===== src/rtl/collision_detect.sv =====
// Scans obstacle records one per clk3 tick and latches game-over on the first
// axis-aligned bounding-box overlap with the player record.
module collision_detect #(
    parameter int unsigned OBJ_NUM     = 4,
    parameter int unsigned TW          = 3,
    parameter int unsigned XW          = 10,
    parameter int unsigned YW          = 10,
    parameter int unsigned WW          = 8,
    parameter int unsigned HW          = 8,
    parameter int unsigned DATALEN     = TW + XW + YW + WW + HW,
    parameter int unsigned PLAYER_TYPE = 1,
    parameter int unsigned EMPTY_TYPE  = 0,
    parameter int unsigned IDXW        = 2
) (
    input  logic                       clk3,
    input  logic                       reset,
    input  logic                       start,
    input  logic                       pause,
    input  logic [DATALEN-1:0]         player,
    input  logic [OBJ_NUM*DATALEN-1:0] obstacles,
    output logic                       gameover,
    output logic [IDXW-1:0]            hit_index,
    output logic                       scan_done,
    output logic                       busy
);

    localparam int unsigned XO  = TW;
    localparam int unsigned YO  = TW + XW;
    localparam int unsigned WO  = TW + XW + YW;
    localparam int unsigned HO  = TW + XW + YW + WW;
    localparam int unsigned SXW = ((XW > WW) ? XW : WW) + 1;
    localparam int unsigned SYW = ((YW > HW) ? YW : HW) + 1;

    typedef enum logic [1:0] {StIdle, StScan, StOver} state_e;

    state_e            state_q, state_d;
    logic [IDXW-1:0]   idx_q, idx_d;
    logic              gameover_q, gameover_d;
    logic [IDXW-1:0]   hit_index_q, hit_index_d;
    logic              scan_done_q, scan_done_d;
    logic              busy_q, busy_d;

    logic [DATALEN-1:0] obs;
    logic [SXW-1:0]     px, pw, ox, ow;
    logic [SYW-1:0]     py, ph, oy, oh;
    logic               player_ok, hit, last;

    assign obs = obstacles[32'(idx_q) * DATALEN +: DATALEN];

    // Zero-extend so the edge sums cannot wrap.
    assign px = SXW'(player[XO +: XW]);
    assign pw = SXW'(player[WO +: WW]);
    assign py = SYW'(player[YO +: YW]);
    assign ph = SYW'(player[HO +: HW]);
    assign ox = SXW'(obs[XO +: XW]);
    assign ow = SXW'(obs[WO +: WW]);
    assign oy = SYW'(obs[YO +: YW]);
    assign oh = SYW'(obs[HO +: HW]);

    assign player_ok = (player[TW-1:0] == TW'(PLAYER_TYPE));
    assign last      = (idx_q == IDXW'(OBJ_NUM - 1));

    // Strict inequalities: touching edges never count, and a zero-sized
    // obstacle is rejected explicitly since the strict test alone admits it.
    assign hit = (obs[TW-1:0] != TW'(EMPTY_TYPE)) && (ow != '0) && (oh != '0) &&
                 (px < ox + ow) && (ox < px + pw) && (py < oy + oh) && (oy < py + ph);

    always_comb begin
        state_d     = state_q;
        idx_d       = idx_q;
        gameover_d  = gameover_q;
        hit_index_d = hit_index_q;
        scan_done_d = 1'b0;
        unique case (state_q)
            StIdle: begin
                idx_d = '0;
                if (start && !pause && player_ok) begin
                    state_d = StScan;
                end
            end
            StScan: begin
                if (!start) begin
                    state_d = StIdle;
                    idx_d   = '0;
                end else if (!pause) begin
                    if (hit) begin
                        state_d     = StOver;
                        gameover_d  = 1'b1;
                        hit_index_d = idx_q;
                    end else if (last) begin
                        idx_d       = '0;
                        scan_done_d = 1'b1;
                    end else begin
                        idx_d = idx_q + IDXW'(1);
                    end
                end
            end
            StOver: begin
                if (!start) begin
                    state_d    = StIdle;
                    gameover_d = 1'b0;
                    idx_d      = '0;
                end
            end
            default: begin
                state_d = StIdle;
                idx_d   = '0;
            end
        endcase
        busy_d = (state_d == StScan);
    end

    always_ff @(posedge clk3) begin
        if (!reset) begin
            state_q     <= StIdle;
            idx_q       <= '0;
            gameover_q  <= 1'b0;
            hit_index_q <= '0;
            scan_done_q <= 1'b0;
            busy_q      <= 1'b0;
        end else begin
            state_q     <= state_d;
            idx_q       <= idx_d;
            gameover_q  <= gameover_d;
            hit_index_q <= hit_index_d;
            scan_done_q <= scan_done_d;
            busy_q      <= busy_d;
        end
    end

    assign gameover  = gameover_q;
    assign hit_index = hit_index_q;
    assign scan_done = scan_done_q;
    assign busy      = busy_q;

endmodule


===== config.mk =====
export PLATFORM = sky130hd
export DESIGN_NAME = collision_detect
export DESIGN_NICKNAME = d
export VERILOG_FILES = /design/src/rtl/collision_detect.sv
export SDC_FILE = /design/constraint.sdc
export NUM_CORES = 1
export LEC_CHECK = 0
export CORE_ASPECT_RATIO = 1.1
export CORE_MARGIN = 3
export CORE_UTILIZATION = 35
export CTS_BUF_LIST = sky130_fd_sc_hd__clkbuf_2 sky130_fd_sc_hd__clkbuf_4 sky130_fd_sc_hd__clkbuf_8
export CTS_CLUSTER_SIZE = 28
export DETAILED_ROUTE_END_ITERATION = 12
export GPL_ROUTABILITY_DRIVEN = 0
export GPL_TIMING_DRIVEN = 1
export PLACE_DENSITY_LB_ADDON = 0.08
export SLEW_MARGIN = 20
export SYNTH_ARGS = -nofsm -noshare
export SYNTH_HDL_FRONTEND = slang
export SYNTH_SLANG_ARGS = --single-unit

===== constraint.sdc =====
create_clock -name clk3 -period 6.5 [get_ports clk3]
set_input_delay 0.65 -clock clk3 [delete_from_list [all_inputs] [get_ports clk3]]
set_output_delay 0.65 -clock clk3 [all_outputs]
set_load 0.005 [all_outputs]

==> key figures <==
Critical path
  – Worst R2R Start: idx_q[0]
  – Critical-path cell list: mux4_2, ha_1, fa_1, a21oi_1, o211ai_1, a311o_1, xnor2_1, ha_1, a22oi_1, o211ai_1, a21oi_1, a311oi_2, nor3_2, a21oi_1, a22o_1
  – CP Max Fanout: 28
  – Critical path class: flip-flop to flip-flop
  – RR Endpoint: idx_q[1]
  – CP top delay family: compound AO/OA/AOI/OAI gates
  – CP startpoint: idx_q[0]
  – CP max stage delay: 0.85 ns
  – Setup crit end kind: flip-flop
  – CP arrival: 5.03 ns
  – Critical Path Stages: 15
  – Critical Path Slowest Stage Cell: dfxtp_2
  – Setup crit end: idx_q[1]
  – Setup crit start kind: flip-flop
  – R2R depth: 15
  – CP bufs+invs: 0
  – FF-to-FF setup slack: between 1.5 and 2 ns
  – Crit path required time: between 6 and 7 ns
  – Most frequent cell on the critical path: a21oi_1

Hold path
  – Worst hold path class: flip-flop to flip-flop
  – HP Start: hit_index[0]
  – Min-Delay Path Depth: 2

STA
  – Finish-stage setup viols: 0
  – Final period util: roughly three quarters
  – Total negative slack: 0 ns
  – Layout Skew: 0.00541 ns
  – Slew Limit Fails: 0
  – RSZ-0062 raised after global routing: false
  – Hold slack: 0.464 ns
  – Highest clock rate: 204 MHz
  – Slew margin rel.: a little under half
  – Fin. Hold Viols: 0
  – Worst-margin pin slew: between 0.8 and 0.9 ns
  – Final worst slack: about 1.6 ns
  – Period minus WS final: roughly 4.9 ns

Detailed routing
  – Vias/cell: 5.49
  – Avg WL per Cell: 17.9 um
  – Met3 WL: 979 um
  – Vias after detailed routing: 3718
  – ANT nets after route: 0
  – Initial DRC count: 101
  – Drt total wl: roughly 12 mm
  – # DRC: 0
  – Highest routed layer: met4
  – Wl on met1: 4.95 mm
  – Initial DRT Pass Iterations: 4
  – WL met2: 6.11 mm

Yosys
  – Top cell type by total area after synthesis: ha_1
  – Async S/R FF share, synth: 0%
  – Synth Flop Type: dfxtp_1
  – YS warnings: 0
  – Library cells used by synthesis: 63
  – Post-synth design cell area: 0.00351 mm2
  – Avg Synthesized Cell Area: 9.76 um2
  – Mapped Nets: 632
  – Seq/Total Area, Yosys: 5.13%
  – Post-synth EDFFs: 0
  – Post-Syn Instances: 360
  – #FFs+latches synth: 9
  – Area share of the largest cell type after synthesis: 24.6%
  – Largest cells by area after synthesis: ha_1 25%, mux4_2 21%, xnor2_1 5.7%

Clock network
  – Clock latency on the worst-skew pair: roughly 0.23 ns
  – CTS tree: yes
  – Setup bufs post-CTS: 0
  – H-tree levels: 1
  – Clk root buf: clkbuf_8
  – Hold buffer count at CTS: 0
  – Clk slew on worst S/H paths: 0.04 ns
  – CTS sink cnt: 9
  – Worst-case clock buffer depth: 2
  – Post_cts resized: 0
  – CTS buffer count: 3

Floorplanning
  – Core box area: 0.00958 mm2
  – Die Ht: 111 um
  – Die X: just over 100 um
  – Initial Util: 36.7%
  – Die area: roughly 0.011 mm2
  – Io pins: about 200
  – Rows: 37

Pwr
  – Total power: 0.541 mW
  – Leakage: ~2.3 nW
  – Pwr dens: 95.1 mW/mm2
  – Maximum vdd ir drop: roughly 0.053 mV

Layout
  – Post-route cell area: 0.00569 mm2
  – Fill count: 857
  – Nets: 833
  – Commonest non-fill, non-tap cell in the layout: clkdlybuf4s50_1
  – Layout Cells excl Fill: 677
  – Most frequent cells in the layout: 203 x clkdlybuf4s50_1, 69 x ha_1, 33 x mux4_2
  – Share of post-route cells with drive strength above 1: 9.29%
  – Register area: 183 um2
  – Final core occ: between 50 and 60%
  – Area of the multi-input gates: 0.00318 mm2
  – Area grow syn2layout: 62.0%
  – N_diodes: 0

GRT
  – Vias in the first global route: 3874
  – Total track usage: 21.0%
  – Initial antenna violation count: 0
  – Grt ovf: 0
  – First-pass GRT wire length: 19.0 mm
  – Largest net degree at the start of global routing: 29

Placement
  – Placement Cell Area: 0.00564 mm2
  – Setup WS pre-CTS: 1.55 ns
  – Final HPWL from detailed placement: 11.0 mm
  – Inst Count DP: 673
  – Buffers on Ports: 203

Flow run
  – Max-cap violations: 0

Outcome
  – Status: complete, no violations
==> worst min path at each step <==
stage / endpoint / slack, ns
CTS: hit_index[0] / 0.47
floorplan: hit_index[0] / 0.45
detailed placement: hit_index[1] / 0.45
finish: hit_index[0] / 0.46
global route: hit_index[1] / 0.49
global placement: hit_index[1] / 0.45
==> flip-flops by register name, indices dropped and copies added, names as in the netlist <==
| signal | flops |
|---|---|
| scan_done | 1 |
| hit_index | 2 |
| gameover | 1 |
| busy | 1 |
| idx_q | 2 |
| state_q | 2 |
==> logic make-up (layout without fill, tap and decap cells) <==
family | count (synthesis) | after routing | synth area share [%]
flops | 9 | 9 | 5.13
simple gates | 80 | 80 | 11.9
compound gates | 99 | 99 | 20.2
buf+inv | 30 | 230 | 4.24
xor+xnor | 31 | 31 | 7.73
fa+ha+maj | 73 | 73 | 26.9
mux | 38 | 38 | 24.0
==> area by class of cell <==
type,instances,area share (%)
Sequential cell,9,3.21
Timing Repair Buffer,206,36.1
Tap cell,117,2.57
Multi-Input combinational cell,321,55.9
Clock buffer,4,0.857
Inverter,20,1.32
==> worst min-delay path, delay by kind of cell (launching register included) <==
kind          cells  cell delay [ns]
flops             1             0.31
mux               1             0.05
simple gates      1             0.05
==> cell usage after synthesis (8+ instances only) <==
master and instances:
a21oi_1 24, dfxtp_1 9, ha_1 69, inv_1 20, mux4_2 33, nand2_1 22, nand3_1 11, nor2_1 11
o21ai_0 8, o21bai_1 11, xnor2_1 23, xor2_1 8
==> where the power goes <==
group	internal (mW)	total (mW)	switching, mW	leakage, nW
Sequential	0.0556	0.0560	0.000441	0.0735
Combinational	0.240	0.415	0.174	2.16
Clock	0.0470	0.0706	0.0236	0.0262
==> layer usage <==
| layer | GRT usage [%] | vias up |
|---|---|---|
| li1 | - | 1846 |
| met1 | 25.7 | 1721 |
| met2 | 38.1 | 145 |
| met3 | 4.47 | 6 |
| met4 | 2.75 | 0 |
| met5 | 0 | - |
Note: power is estimated with default switching activity, not from simulation.
